--- src/rtl/cac_fns_pkg.sv ---
// Shared FNS (Fibonacci numeral system) definitions for the coder and decoder sides.
// Holds the default word widths, the FNS weight table and the decoder FSM state enum.
package cac_fns_pkg;

    localparam int unsigned FNS_BLEN  = 6;  // decoded word width (FNS range 0..33)
    localparam int unsigned FNS_NTSV  = 7;  // TSV codeword width
    localparam int unsigned FNS_CNT_W = 3;  // bit-index counter width (0..6)

    typedef enum logic [1:0] {
        IDLE   = 2'd0,
        DECODE = 2'd1,
        DONE   = 2'd2
    } fns_state_e;

    // FNS weight of codeword bit k: W[6:0] = 13,8,5,3,2,1,1
    function automatic logic [FNS_BLEN-1:0] fns_weight(input logic [FNS_CNT_W-1:0] k);
        logic [FNS_BLEN-1:0] w;
        case (k)
            3'd0:    w = 6'd1;
            3'd1:    w = 6'd1;
            3'd2:    w = 6'd2;
            3'd3:    w = 6'd3;
            3'd4:    w = 6'd5;
            3'd5:    w = 6'd8;
            3'd6:    w = 6'd13;
            default: w = 6'd0;
        endcase
        return w;
    endfunction

endpackage

--- src/rtl/cac_ftf_check.sv ---
// Forbidden-transition-free rule check on an FNS codeword (combinational).
// Ports:
//   tsv       in  NTSV  codeword, bit 0 = LSB weight
//   ftf_err_c out 1     an odd bit is set without both of its neighbours set
module cac_ftf_check
    import cac_fns_pkg::*;
#(
    parameter int unsigned NTSV = FNS_NTSV
) (
    input  logic [NTSV-1:0] tsv,
    output logic            ftf_err_c
);

    // Each odd, interior bit that is 1 needs both neighbours to be 1 as well.
    always_comb begin
        ftf_err_c = 1'b0;
        for (int unsigned k = 1; k + 1 < NTSV; k += 2) begin
            if (tsv[k] && !(tsv[k+1] && tsv[k-1])) begin
                ftf_err_c = 1'b1;
            end
        end
    end

endmodule

--- src/rtl/cac_fns_seq_decoder_7.sv ---
// Bit-serial FNS decoder for 7-bit TSV codewords.
// A codeword accepted in IDLE is decoded MSB first, one bit per cycle, by
// accumulating FNS weights; the result and its FTF flag are then held until
// downstream consumes them.
// Ports:
//   clock     in  1     rising-edge clock
//   rst_n     in  1     asynchronous active-low reset
//   tsv_in    in  NTSV  received codeword
//   in_valid  in  1     tsv_in holds a codeword
//   in_ready  out 1     decoder accepts a codeword this cycle
//   data_out  out BLEN  decoded word
//   out_valid out 1     data_out / ftf_err valid
//   out_ready in  1     downstream consumes the result
//   ftf_err   out 1     captured codeword broke the FTF rule
module cac_fns_seq_decoder_7
    import cac_fns_pkg::*;
#(
    parameter int unsigned BLEN = FNS_BLEN,
    parameter int unsigned NTSV = FNS_NTSV  // only 7 is supported
) (
    input  logic            clock,
    input  logic            rst_n,
    input  logic [NTSV-1:0] tsv_in,
    input  logic            in_valid,
    output logic            in_ready,
    output logic [BLEN-1:0] data_out,
    output logic            out_valid,
    input  logic            out_ready,
    output logic            ftf_err
);

    fns_state_e            state;
    fns_state_e            next_state;
    logic                  accept_c;
    logic                  ftf_c;
    logic [NTSV-1:0]       sreg;
    logic [BLEN-1:0]       acc;
    logic [FNS_CNT_W-1:0]  cnt;
    logic                  ftf_cap;

    cac_ftf_check #(
        .NTSV (NTSV)
    ) u_ftf_check (
        .tsv       (tsv_in),
        .ftf_err_c (ftf_c)
    );

    // State register
    always_ff @(posedge clock or negedge rst_n) begin
        if (!rst_n) begin
            state <= IDLE;
        end else begin
            state <= next_state;
        end
    end

    // Next-state logic; DONE exits only once the registered result has been seen
    always_comb begin
        next_state = state;
        accept_c   = 1'b0;
        case (state)
            IDLE: begin
                if (in_valid) begin
                    accept_c   = 1'b1;
                    next_state = DECODE;
                end
            end
            DECODE: begin
                if (cnt == '0) begin
                    next_state = DONE;
                end
            end
            DONE: begin
                if (out_valid && out_ready) begin
                    next_state = IDLE;
                end
            end
            default: next_state = IDLE;
        endcase
    end

    // Datapath and registered outputs
    always_ff @(posedge clock or negedge rst_n) begin
        if (!rst_n) begin
            in_ready  <= 1'b1;
            out_valid <= 1'b0;
            data_out  <= '0;
            ftf_err   <= 1'b0;
            sreg      <= '0;
            acc       <= '0;
            cnt       <= '0;
            ftf_cap   <= 1'b0;
        end else begin
            in_ready <= (next_state == IDLE);
            if (accept_c) begin
                sreg    <= tsv_in;
                acc     <= '0;
                cnt     <= FNS_CNT_W'(NTSV - 1);
                ftf_cap <= ftf_c;
            end else if (state == DECODE) begin
                // sreg MSB always holds original bit 'cnt'
                if (sreg[NTSV-1]) begin
                    acc <= acc + BLEN'(fns_weight(cnt));
                end
                sreg <= {sreg[NTSV-2:0], 1'b0};
                if (cnt != '0) begin
                    cnt <= cnt - 1'b1;
                end
            end else if (state == DONE) begin
                // First DONE cycle publishes the result; it then holds until consumed
                if (!out_valid) begin
                    out_valid <= 1'b1;
                    data_out  <= acc;
                    ftf_err   <= ftf_cap;
                end else if (out_ready) begin
                    out_valid <= 1'b0;
                end
            end
        end
    end

endmodule

--- config.mk ---
export PLATFORM = sky130hd
export DESIGN_NAME = cac_fns_seq_decoder_7
export DESIGN_NICKNAME = d
export VERILOG_FILES = /design/src/rtl/cac_fns_pkg.sv /design/src/rtl/cac_ftf_check.sv /design/src/rtl/cac_fns_seq_decoder_7.sv
export SDC_FILE = /design/constraint.sdc
export NUM_CORES = 1
export LEC_CHECK = 0
export CORE_MARGIN = 2
export CORE_UTILIZATION = 30
export DETAILED_ROUTE_END_ITERATION = 8
export PLACE_DENSITY = 0.55
export SLEW_MARGIN = 10
export SYNTH_ARGS = -nofsm -noshare
export SYNTH_HDL_FRONTEND = slang
export SYNTH_SLANG_ARGS = --single-unit
--- constraint.sdc ---
create_clock -name clock -period 4.4 [get_ports clock]
set_clock_uncertainty 0.15 [all_clocks]
set_input_delay 0.88 -clock clock [delete_from_list [all_inputs] [get_ports clock]]
set_output_delay 0.88 -clock clock [all_outputs]
set_load 0.02 [all_outputs]
---- Word level (Yosys, flattened, before mapping) ----
Index checks and enable logic that the tools add are counted.
storage, ports and cells
  flip-flop bits (word level) ............. 28
  bits of input ports ..................... 11
  output and inout bits ................... 9
  word-level logic and storage cells ...... 67
operators by class
  add/subtract/negate cells ............... 2
  eq/ne operators ......................... 8
  multiplexer cells ....................... 23
  bitwise operators ....................... 3
  reductions and logical operators ........ 22
operator list
  operator                                              number
  2-to-1 mux 6 bit                                      6
  one-hot mux 4 bit (6 select lines)                    1
  2-to-1 mux 7 bit                                      2
  equality test 3 bit (second input constant)           3
  2-to-1 mux 3 bit                                      3
  logical AND 1 bit                                     7
  2-to-1 mux 1 bit                                      7
  adder 6 bit                                           1
  equality test 3 x 2 -> 1 bit (second input constant)  2
  2-to-1 mux 2 bit                                      3
  one-hot mux 2 bit (3 select lines)                    1
  nonzero test 2 bit                                    3
  logical NOT 2 bit                                     2
  AND reduction 2 bit                                   2
  AND reduction 4 bit                                   1
  equality test 3 x 1 -> 1 bit (second input constant)  1
  logical NOT 1 bit                                     3
  logical NOT 3 bit                                     1
  inverter 1 bit                                        3
  AND reduction 3 bit                                   1
  nonzero test 3 bit                                    1
  subtractor 3 x 1 -> 3 bit (second input constant)     1
  equality test 2 x 1 -> 1 bit (second input constant)  1
  equality test 2 bit (second input constant)           1
  OR reduction 2 bit                                    1

---- Depth between registers and ports, before layout ----
  word-level depth ........................ 10
  mapped depth ............................ 11
  mapped depth without buffers ............ 11

---- Cells and area by module ----
A second synthesis with hierarchy kept.
unflattened totals
  cells, all modules ...................... 138
  area, all modules ....................... 1483.9 sq um
modules (own cells, without submodules)
  module                 instances  cells each  area each (sq um)  sequential area each (sq um)
  cac_fns_seq_decoder_7  1          133         1442.6             701.9
  cac_ftf_check          1          5           41.3               0.0

---- Least setup slack after synthesis ----
No wires, ideal clock.
  kind .................................... register -> register
  from .................................... reg cnt[0]
  to ...................................... reg acc[4]
  setup time .............................. 0.132 ns
  arrival ................................. 2.020 ns
  required time ........................... 4.118 ns
  slack ................................... 2.098 ns
  stages on the path, launching flop included .. 12
  buffers on the path ..................... 0
  period minus slack after synthesis ...... 2.302 ns
  cell sequence ........................... dfrtp_1 > inv_1 > ha_1 > ha_1 > inv_1 > o21ai_0 > ha_1 > fa_1 > nand3_1 > a21boi_2 > xnor2_1 > nor2_1
on the way
  longest elaborated chain between the ends .. 10
  elaborated cells on any way between the ends .. 16
  classes of those cells .................. add/sub (1); eq/ne (6); mux (7); reduce/logical (2)
RTL lines
  item                                                                      line                          RTL
  start: declaration                                                        cac_fns_seq_decoder_7.sv:38   logic [FNS_CNT_W-1:0] cnt;
  start signal: assignment                                                  cac_fns_seq_decoder_7.sv:98   cnt <= FNS_CNT_W'(NTSV - 1);
  start signal: assignment                                                  cac_fns_seq_decoder_7.sv:107  cnt <= cnt - 1'b1;
  equality test 3 x 1 -> 1 bit / logical NOT 3 bit (equally long branches)  cac_fns_pkg.sv:18             case (k)
  OR reduction 2 bit (no source line)                                       n/a
  one-hot mux 4 bit (6 select lines) *                                      cac_fns_pkg.sv:18
  2-to-1 mux 6 bit *                                                        cac_fns_seq_decoder_7.sv:102  if (sreg[NTSV-1]) begin
  2-to-1 mux 6 bit *                                                        cac_fns_seq_decoder_7.sv:100  end else if (state == DECODE) begin
  2-to-1 mux 6 bit *                                                        cac_fns_seq_decoder_7.sv:95   if (accept_c) begin
  adder 6 bit *                                                             cac_fns_seq_decoder_7.sv:103  acc <= acc + BLEN'(fns_weight(cnt));
  2-to-1 mux 6 bit *                                                        cac_fns_seq_decoder_7.sv:102
  2-to-1 mux 6 bit *                                                        cac_fns_seq_decoder_7.sv:100
  2-to-1 mux 6 bit *                                                        cac_fns_seq_decoder_7.sv:95
  end signal: assignment                                                    cac_fns_seq_decoder_7.sv:103
  end: declaration                                                          cac_fns_seq_decoder_7.sv:37   logic [BLEN-1:0] acc;
Every way passes the cells marked *; elsewhere a longest branch is shown, timed or not. The select of a mux whose other input is x is not followed.
A chain may end at the register's enable or synchronous reset.

---- Worst setup path after layout ----
  from .................................... reg cnt[0]
  to ...................................... reg acc[5]
Same word-level chain as after synthesis.

==> metrics.txt <==
GPL Wtd Cong=approximately 0.78; # IOs=20; Die Y-Extent=about 73 um; die area=roughly 0.0053 mm2; Comb pwr share=a little under half; Syn-to-layout area delta=20.2%; DP Cell Count=208; nets=180; total gr overflow=0; Critical Path Fanout Max=6; CTS tree=built; Lkg Pwr=roughly 0.00075 uW; Post-synth EDFFs=0; Filler cells=between 400 and 500; internal power=681 uW; max-slew violations=0; vias=about 1100; detailed placer's ending HPWL=around 2100 um; status=complete, no violations; Iteration-0 DRC Markers=about 70; Clock power frac=between 10% and 20%; Storage cell area=~700 um2; H-tree depth=1; aggregate global-route resource usage=11.9%; Syn Nets=159; Placed Area=0.00167 mm2; PortBufs=19; pwr dens=665 mW/mm2; final hold slack=~0.34 ns; largest net degree at the start of global routing=29; post-synthesis cell count=about 140; most frequent cells in the layout=dfrtp_1, clkdlybuf4s50_1, nor2_1; Seq/Total Area, Yosys=roughly half; Worst-Skew Late Latency=approximately 0.27 ns; clk root buf=clkbuf_8; post-route setup TNS=0 ns; Num CTS Buffers=3; Syn Std Cell Area=about 0.0014 mm2; Tmin final=about 2.6 ns; Critical Path AT=2.68 ns; Core Region=roughly 0.0047 mm2; number of core rows=25; endpoints failing hold=0; worst slew pin tran=slightly below 0.6 ns; most common cell after layout, fill and taps aside=dfrtp_1; routed len/inst=13.3 um; Hold Buf Count CTS=0; flops & latches, synth=28; first-pass GRT wire length=5050 um; DRT Pass-1 Iters=4; distinct cell type count after synthesis=32; Worst Path Class, Setup=reg2reg; fmax=~380 MHz; period utilisation layout=59.6%; CP startpoint kind=flip-flop; max_slew headroom=a little over 60%; nature of the critical path endpoint=flip-flop; Mean Syn Cell Area=a little over 10 um2; DRC viols=0; Flop pwr share=40.3%; post-cts sizing count=0; post-CTS setup buffers=0; Clock Sinks=28; die extent in x=72.9 um; switching share of power=between 40% and 50%; CP required=about 4.5 ns; vias per cell=between 5 and 6; Clock Path Buffers=2; vias in the first global route=1151; Clock transition at path regs=approximately 0.09 ns; synth warn=0; initial antenna violation count=0; Non-Filler Instances=212; max cap viols=0; Total Wirelength=approximately 2800 um; multi-input logic area=674 um2; Worst VDD drop=around 0.23 mV; ANT nets after route=0; Final Instance Area=0.00171 mm2; final core utilization=approximately 37%; ys async rst share=100%; main flop type after synthesis=dfrtp_1; RSZ-0062 raised after global routing=no; Hold Crit Class=reg2reg; Psw=about 460 uW; Starting Density=between 30% and 40%; fraction of layout cells with a size suffix above 1=about a tenth; Final setup viols=0; ANT cells=0
[layout make-up]
type                       instances  area share, %
tap                               54           3.94
multi-input combinational         99           39.4
sequential                        28           41.0
inverter                           7           1.53
timing repair buffer              20           11.5
clock buffer                       4           2.63
[power groups by stage]
stage / clock network (uW) / logic (uW) / registers, uW
2_1_floorplan: 0 / 374 / 467
3_3_place_gp: 0 / 524 / 462
3_5_place_dp: 0 / 546 / 466
4_1_cts: 151 / 546 / 462
5_1_grt: 159 / 616 / 479
6_report: 142 / 538 / 459
[cell usage after synthesis (2+ instances only)]
cell type  count  area share [%]
dfrtp_1       27              47
nor2_1        16             4.2
nand2_1       13             3.4
o21ai_0       12             4.2
ha_1           9             7.9
a22oi_1        8             4.2
inv_1          7             1.8
mux2_2         7             5.5
a21oi_1        6             2.1
nor3_1         3             1.1
a211oi_1       2             1.1
a22o_1         2             1.2
buf_4          2             1.1
clkbuf_1       2            0.53
nand3_1        2            0.70
nor2b_1        2            0.88
o22ai_1        2            0.88
xnor2_1        2             1.2
[worst max-delay path, cell delays in order (launching register included)]
cell and delay (ns):
dfrtp_1 0.45, inv_1 0.12, ha_1 0.24, ha_1 0.24, inv_1 0.16, o21ai_0 0.12
ha_1 0.22, a211oi_1 0.34, o21bai_1 0.16, a31o_1 0.23, a21oi_1 0.12
[through the flow]
stage	worst slack (ns)	total power, uW
finish	1.78	1140
global route	1.49	1250
CTS	1.76	1160
detailed placement	1.77	1010
global placement	1.84	986
floorplan	2.10	841
[worst paths after layout]
kind	start	endpoint	slack, ns	depth (start not counted)
max	cnt[0]$_DFFE_PN0P_	acc[5]$_DFFE_PN0P_	1.78	10
min	sreg[6]$_DFFE_PN0N_	sreg[6]$_DFFE_PN0N_	0.34	2
max reg2reg	cnt[0]$_DFFE_PN0P_	acc[5]$_DFFE_PN0P_	1.78	10
min reg2reg	sreg[6]$_DFFE_PN0N_	sreg[6]$_DFFE_PN0N_	0.34	2
max in group asynchronous	rst_n	in_ready$_DFF_PN1_	2.96	2
min in group asynchronous	rst_n	data_out[1]$_DFFE_PN0P_	0.82	2
[cells by family (layout without fill, tap and decap cells)]
group,after synthesis,count (layout),synth area share [%]
xor gates and xnor gates,2,2,1.23
and+or+nand+nor,40,40,13.0
muxes,7,7,5.53
adders and majority gates,10,10,9.31
DFF,28,28,49.3
buffers and inverters,11,31,3.42
AOI/OAI and AO/OA,40,40,18.3
[sequential cells by signal (all words and copies together), names as in the netlist]
register   count
ftf_cap        1
data_out       6
acc            6
sreg           7
state          2
in_ready       1
cnt            3
ftf_err        1
out_valid      1
[layer usage]
metal  part of all wire, %  global-route usage [%]
met5                     0                       0
met1                    45                    14.1
met4                  0.21                   0.823
met3                   4.1                    2.90
met2                    51                    22.7
No activity file was read; power rests on OpenSTA's default activity.
